[src/rtl/add_arb_pkg.sv]
// Shared types and constants for the round-robin arbitrated adder.
// Latency: n/a (declarations only).
// Backpressure: n/a.
package add_arb_pkg;

  // Default operand and sum width of the shared adder.
  localparam int ADD_WIDTH = 32;

  // Transaction phases of the arbiter.
  typedef enum logic [1:0] {
    IDLE = 2'd0,  // arbitrating, may accept one request
    EXEC = 2'd1,  // operands captured, adder evaluating
    RESP = 2'd2   // result presented, waiting for consumer
  } state_t;

endpackage

[src/rtl/add_arbiter_adder.sv]
// Combinational WIDTH-bit adder, carry-out dropped (result wraps mod 2^WIDTH).
// Latency: 0 cycles, purely combinational.
// Backpressure: none; output follows inputs.
// Ports: a, b = operands; sum = a + b truncated to WIDTH bits.
module add_arbiter_adder
  import add_arb_pkg::*;
#(
  parameter int WIDTH = ADD_WIDTH
) (
  input  logic [WIDTH-1:0] a,
  input  logic [WIDTH-1:0] b,
  output logic [WIDTH-1:0] sum
);

  assign sum = a + b;

endmodule

[src/rtl/add_arbiter.sv]
// Round-robin arbiter sharing one adder among NUM_REQ requesters.
// Latency: request handshake in cycle T -> rsp_valid high in cycle T+2.
// Backpressure: one transaction in flight; req_ready is zero outside IDLE and the
//   result is held until rsp_ready, so throughput is at most one result per 3 cycles.
// Ports: clk, rst (sync, active-high); req_valid/req_a/req_b/req_ready per requester;
//   rsp_valid/rsp_ready/rsp_sum/rsp_id for the single result channel.
module add_arbiter
  import add_arb_pkg::*;
#(
  parameter int NUM_REQ = 3,
  parameter int WIDTH   = ADD_WIDTH
) (
  input  logic                            clk,
  input  logic                            rst,
  input  logic [NUM_REQ-1:0]              req_valid,
  input  logic [NUM_REQ-1:0][WIDTH-1:0]   req_a,
  input  logic [NUM_REQ-1:0][WIDTH-1:0]   req_b,
  output logic [NUM_REQ-1:0]              req_ready,
  output logic                            rsp_valid,
  input  logic                            rsp_ready,
  output logic [WIDTH-1:0]                rsp_sum,
  output logic [$clog2(NUM_REQ)-1:0]      rsp_id
);

  localparam int ID_W = $clog2(NUM_REQ);
  // Last grant resets to the highest index so requester 0 wins first.
  localparam logic [ID_W-1:0] LAST_RST = ID_W'(NUM_REQ - 1);

  state_t            state, state_nxt;
  logic [ID_W-1:0]   last_grant;
  logic [WIDTH-1:0]  op_a, op_b;
  logic [ID_W-1:0]   op_id;
  logic [WIDTH-1:0]  sum;
  logic [ID_W:0]     pick;
  logic [ID_W-1:0]   grant_id;
  logic              grant_fire;

  // Round-robin pick: {found, index}. The lowest valid index above 'last'
  // wins; if none exists the search wraps to the lowest valid index overall.
  function automatic logic [ID_W:0] rr_pick(input logic [NUM_REQ-1:0] vld,
                                            input logic [ID_W-1:0]    last);
    logic            any_lo, any_hi;
    logic [ID_W-1:0] lo, hi;
    any_lo = 1'b0;
    any_hi = 1'b0;
    lo     = '0;
    hi     = '0;
    // Descending scan so the last hit kept is the lowest index.
    for (int j = NUM_REQ - 1; j >= 0; j--) begin
      if (vld[j]) begin
        any_lo = 1'b1;
        lo     = ID_W'(j);
      end
      if (vld[j] && (j > int'(last))) begin
        any_hi = 1'b1;
        hi     = ID_W'(j);
      end
    end
    if (any_hi) return {1'b1, hi};
    return {any_lo, lo};
  endfunction

  assign pick     = rr_pick(req_valid, last_grant);
  assign grant_id = pick[ID_W-1:0];

  add_arbiter_adder #(
    .WIDTH (WIDTH)
  ) u_adder (
    .a   (op_a),
    .b   (op_b),
    .sum (sum)
  );

  // FSM state register.
  always_ff @(posedge clk) begin
    if (rst) begin
      state <= IDLE;
    end else begin
      state <= state_nxt;
    end
  end

  // FSM next-state and request-side outputs. The winner is valid by
  // construction, so asserting its ready is itself the handshake.
  always_comb begin
    state_nxt  = state;
    req_ready  = '0;
    grant_fire = 1'b0;
    case (state)
      IDLE: begin
        if (!rst && pick[ID_W]) begin
          req_ready[grant_id] = 1'b1;
          grant_fire          = 1'b1;
          state_nxt           = EXEC;
        end
      end
      EXEC: state_nxt = RESP;
      RESP: begin
        if (rsp_ready) state_nxt = IDLE;
      end
      default: state_nxt = IDLE;
    endcase
  end

  // Operand capture, grant history and response registers.
  always_ff @(posedge clk) begin
    if (rst) begin
      last_grant <= LAST_RST;
      op_a       <= '0;
      op_b       <= '0;
      op_id      <= '0;
      rsp_valid  <= 1'b0;
      rsp_sum    <= '0;
      rsp_id     <= '0;
    end else begin
      if (grant_fire) begin
        op_a       <= req_a[grant_id];
        op_b       <= req_b[grant_id];
        op_id      <= grant_id;
        last_grant <= grant_id;
      end
      if (state == EXEC) begin
        rsp_sum   <= sum;
        rsp_id    <= op_id;
        rsp_valid <= 1'b1;
      end else if ((state == RESP) && rsp_ready) begin
        rsp_valid <= 1'b0;
      end
    end
  end

endmodule

[config.mk]
export PLATFORM = sky130hd
export DESIGN_NAME = add_arbiter
export DESIGN_NICKNAME = d
export VERILOG_FILES = /design/src/rtl/add_arb_pkg.sv /design/src/rtl/add_arbiter_adder.sv /design/src/rtl/add_arbiter.sv
export SDC_FILE = /design/constraint.sdc
export NUM_CORES = 1
export LEC_CHECK = 0
export ABC_AREA = 1
export BUFFER_PORTS_ARGS = -buffer_cell sky130_fd_sc_hd__clkbuf_2
export CAP_MARGIN = 0
export CORE_UTILIZATION = 55
export CTS_BUF_LIST = sky130_fd_sc_hd__clkbuf_16
export DETAILED_ROUTE_END_ITERATION = 7
export GPL_ROUTABILITY_DRIVEN = 0
export HOLD_SLACK_MARGIN = 0.06
export PLACE_DENSITY_LB_ADDON = 0.08
export SYNTH_ARGS = -nofsm -noshare
export SYNTH_HDL_FRONTEND = slang
export SYNTH_HIERARCHICAL = 1
export SYNTH_SLANG_ARGS = --single-unit
[constraint.sdc]
create_clock -name clk -period 3.99 [get_ports clk]
set_input_delay 0.798 -clock clk [delete_from_list [all_inputs] [get_ports clk]]
set_output_delay 0.798 -clock clk [all_outputs]
set_load 0.005 [all_outputs]
==> summary.txt <==
Floorplan
  – Die W: 120 µm
  – Starting Density: 57.0%
  – Core ar.: 0.0134 mm²
  – Die Height: 120 µm
  – Rows: 42
  – IO Pins: 236
  – Full die area: 0.0144 mm²

Power
  – Sequential Power Share: 39.5%
  – Clock power share: 32.5%
  – Design Power: 3.07 mW
  – Comb pwr share: 28.0%
  – Net Sw Frac: 32.5%
  – Int Power: 2.07 mW
  – Pwr dens: 337 mW/mm²
  – Maximum VDD drop: 205 µV
  – Pleak: 5.27 nW
  – P_sw: 999 µW

Timing
  – Final hold viol count: 0
  – PnR worst setup slack: 1200 ps
  – Slew @ Worst Pin: 857 ps
  – Setup TNS: 0 ps
  – Fmax: 358 MHz
  – Final period util: 70.0%
  – Rel. slew slack: 42.9%
  – Count of pins over their slew limit: 0
  – Worst hold slack: 471 ps
  – RSZ-0062 raised after global routing: false
  – Final Critical Period: 2790 ps
  – Endpoints failing setup: 0
  – Clk_skew: 9.10 ps

Setup path
  – Crit path cell chain: clkbuf_2, nand2_2, buf_4, nand2_2, nor2_1, clkbuf_2
  – R2r setup slk: 1720 ps
  – Worst-path maximum fanout: 55
  – Crit path buf inv count: 3
  – Worst EP arrival: 1990 ps
  – Critical R2R Capture: rsp_sum[28]
  – Reg2Reg Launch Point: op_b[0]
  – Crit-path leading delay family: buffers and inverters
  – CP max stage cell: buf_4
  – Crit-path max cell delay: 520 ps
  – CP required: 3190 ps
  – Reg2Reg Depth: 14
  – CP endpoint kind: output port
  – Critical Setup Path Class: in -> out
  – Startpoint types: input pin

CTS
  – Num CTS Buffers: 9
  – Post-CTS setup buffer count: 0
  – H-tree depth: 3
  – Resized Gates After CTS: 0
  – Longest Clk Path Bufs: 2
  – Clock transition at path regs: 70 ps
  – CTS tree: yes
  – CTS root buf: clkbuf_16
  – Clock Latency Late Sink: 360 ps
  – # hold bufs at CTS: 0
  – CTS sink count: 104

Global routing
  – GRT Residual Overflow: 0
  – Pin count of the biggest net entering global routing: 69
  – First-pass GRT wire length: 37600 µm
  – Initial antenna violation count: 0
  – Vias in the first global route: 7988
  – Gr usage total: 33.0%

Routing
  – First-pass DRT Iterations: 7
  – Post-route DRC: 0
  – Drt first-iter violations: 663
  – Vias/cell: 5.20
  – Drt total wl: 22900 µm
  – Via count: 8766
  – Antenna-violating nets left: 0
  – Per-cell routed wire length: 13.6 µm

Hold path
  – Hold Path End: rsp_valid
  – WHS Path Cells: 2
  – Min-Delay Startpoint: rsp_valid
  – Class of the worst hold path: reg -> reg

Logic synthesis
  – Warnings, synthesis: 6
  – Mapped Avg Cell Area: 5.81 µm²
  – Netlist cell types: 29
  – Cell accounting for the most synthesized area: dfxtp_1
  – Largest cells by area after synthesis: dfxtp_1, nand2_1, nor2_1
  – Syn nets: 1546
  – Cells after synthesis: 1316
  – Post-synthesis sequential area ratio: 27.3%
  – #FFs+latches synth: 104
  – Mapped Area: 0.00764 mm²
  – Top-area cell type share of the netlist area: 27.3%

Placed design
  – Placement-stage cell area: 0.00878 mm²
  – HPWL after DPL: 17300 µm
  – Port buffer count: 235
  – # placed instances: 1672
  – Place WS: 1190 ps

Run status
  – Status: complete, no violations

Cells and area
  – Post-route cell area: 0.00912 mm²
  – Area grow syn2layout: 19.3%
  – Multi-input gate area in the final layout: 0.00478 mm²
  – Fillers: 1315
  – Ant diodes: 0
  – Most common cell after layout, fill and taps aside: nand2_1
  – Register area: 0.00208 mm²
  – Final net count: 1737
  – Layout Cells excl Fill: 1687
  – Most frequent cells in the layout: nand2_1, nor2_1, clkbuf_2, nand3_1, inv_1
  – Share of cells above drive strength 1: 20.7%
  – Core Util, Final: 68.0%

Run
  – Max-Cap Viols: 0
-- worst max path at each step --
| stage | from | end | slack (ps) | cells past startpoint |
|---|---|---|---|---|
| floorplan | rst | req_ready[0] | 1500 | 8 |
| global placement | req_valid[1] | req_ready[0] | 1230 | 6 |
| detailed placement | req_valid[1] | req_ready[0] | 1190 | 6 |
| CTS | req_valid[1] | req_ready[0] | 1190 | 6 |
| global route | req_valid[1] | req_ready[0] | 1090 | 6 |
| finish | req_valid[1] | req_ready[0] | 1200 | 6 |
-- worst register-to-register path: stages (launching register included) --
cell,delay [ps]
dfxtp_1,370
ha_1,260
fa_1,480
nand3_1,130
nand3_1,120
nand2_1,110
nand2_2,90
nand2_1,90
nand2_2,80
nand2_1,100
nand2_1,50
nand2_1,60
nand2_1,50
nor2_1,110
nor2_1,60
-- routing by layer --
metal	wire length [µm]	track usage [%]	vias to the layer above
met5	0	0	-
met4	646	13.4	0
met3	1830	6.23	42
met2	10300	51.9	351
met1	10200	44.2	3863
li1	-	-	4510
-- power groups by stage --
| stage | logic [mW] | clock network (mW) | registers, mW |
|---|---|---|---|
| after detailed placement | 0.847 | 0 | 1.23 |
| after global placement | 0.843 | 0 | 1.23 |
| final | 0.860 | 1.00 | 1.21 |
| after floorplan | 0.585 | 0 | 1.21 |
| after CTS | 0.857 | 1.02 | 1.21 |
| after global routing | 0.975 | 1.06 | 1.22 |
-- cell type report --
class                           instances  share of cell area, %
Multi-Input combinational cell       1027                   52.4
Sequential cell                       104                   22.8
Timing Repair Buffer                  245                   13.7
Inverter                              120                   4.95
Clock buffer                            9                   2.47
Tap cell                              176                   2.42
Clock inverter                          6                   1.19
-- registers in the layout, indices dropped and copies added, names as in the netlist --
name / flops
last_grant: 2
op_a: 32
op_b: 32
op_id: 1
rsp_id: 2
rsp_sum: 32
rsp_valid: 1
state: 2
-- cells in the mapped netlist, drive strengths merged --
cell	instances
clkbuf	24
nand3	155
nand3b	1
nor3	5
a21o	1
dfxtp	104
xor2	15
fa	1
inv	119
a31oi	1
o21ai	36
nand4	5
a21oi	88
ha	31
nand2	440
buf	41
xnor2	1
clkinv	1
o21bai	2
nor2	245
-- logic make-up (layout without fill, tap and decap cells) --
group	after synthesis	in the layout	synth area share (%)
flip-flops	104	104	27.3
buffers and inverters	185	380	10.3
AND/OR/NAND/NOR	851	851	45.2
XOR/XNOR	16	16	1.83
AO/OA/AOI/OAI	128	128	10.1
adder cells (fa/ha/maj)	32	32	5.34
Note: power is estimated with default switching activity, not from simulation.
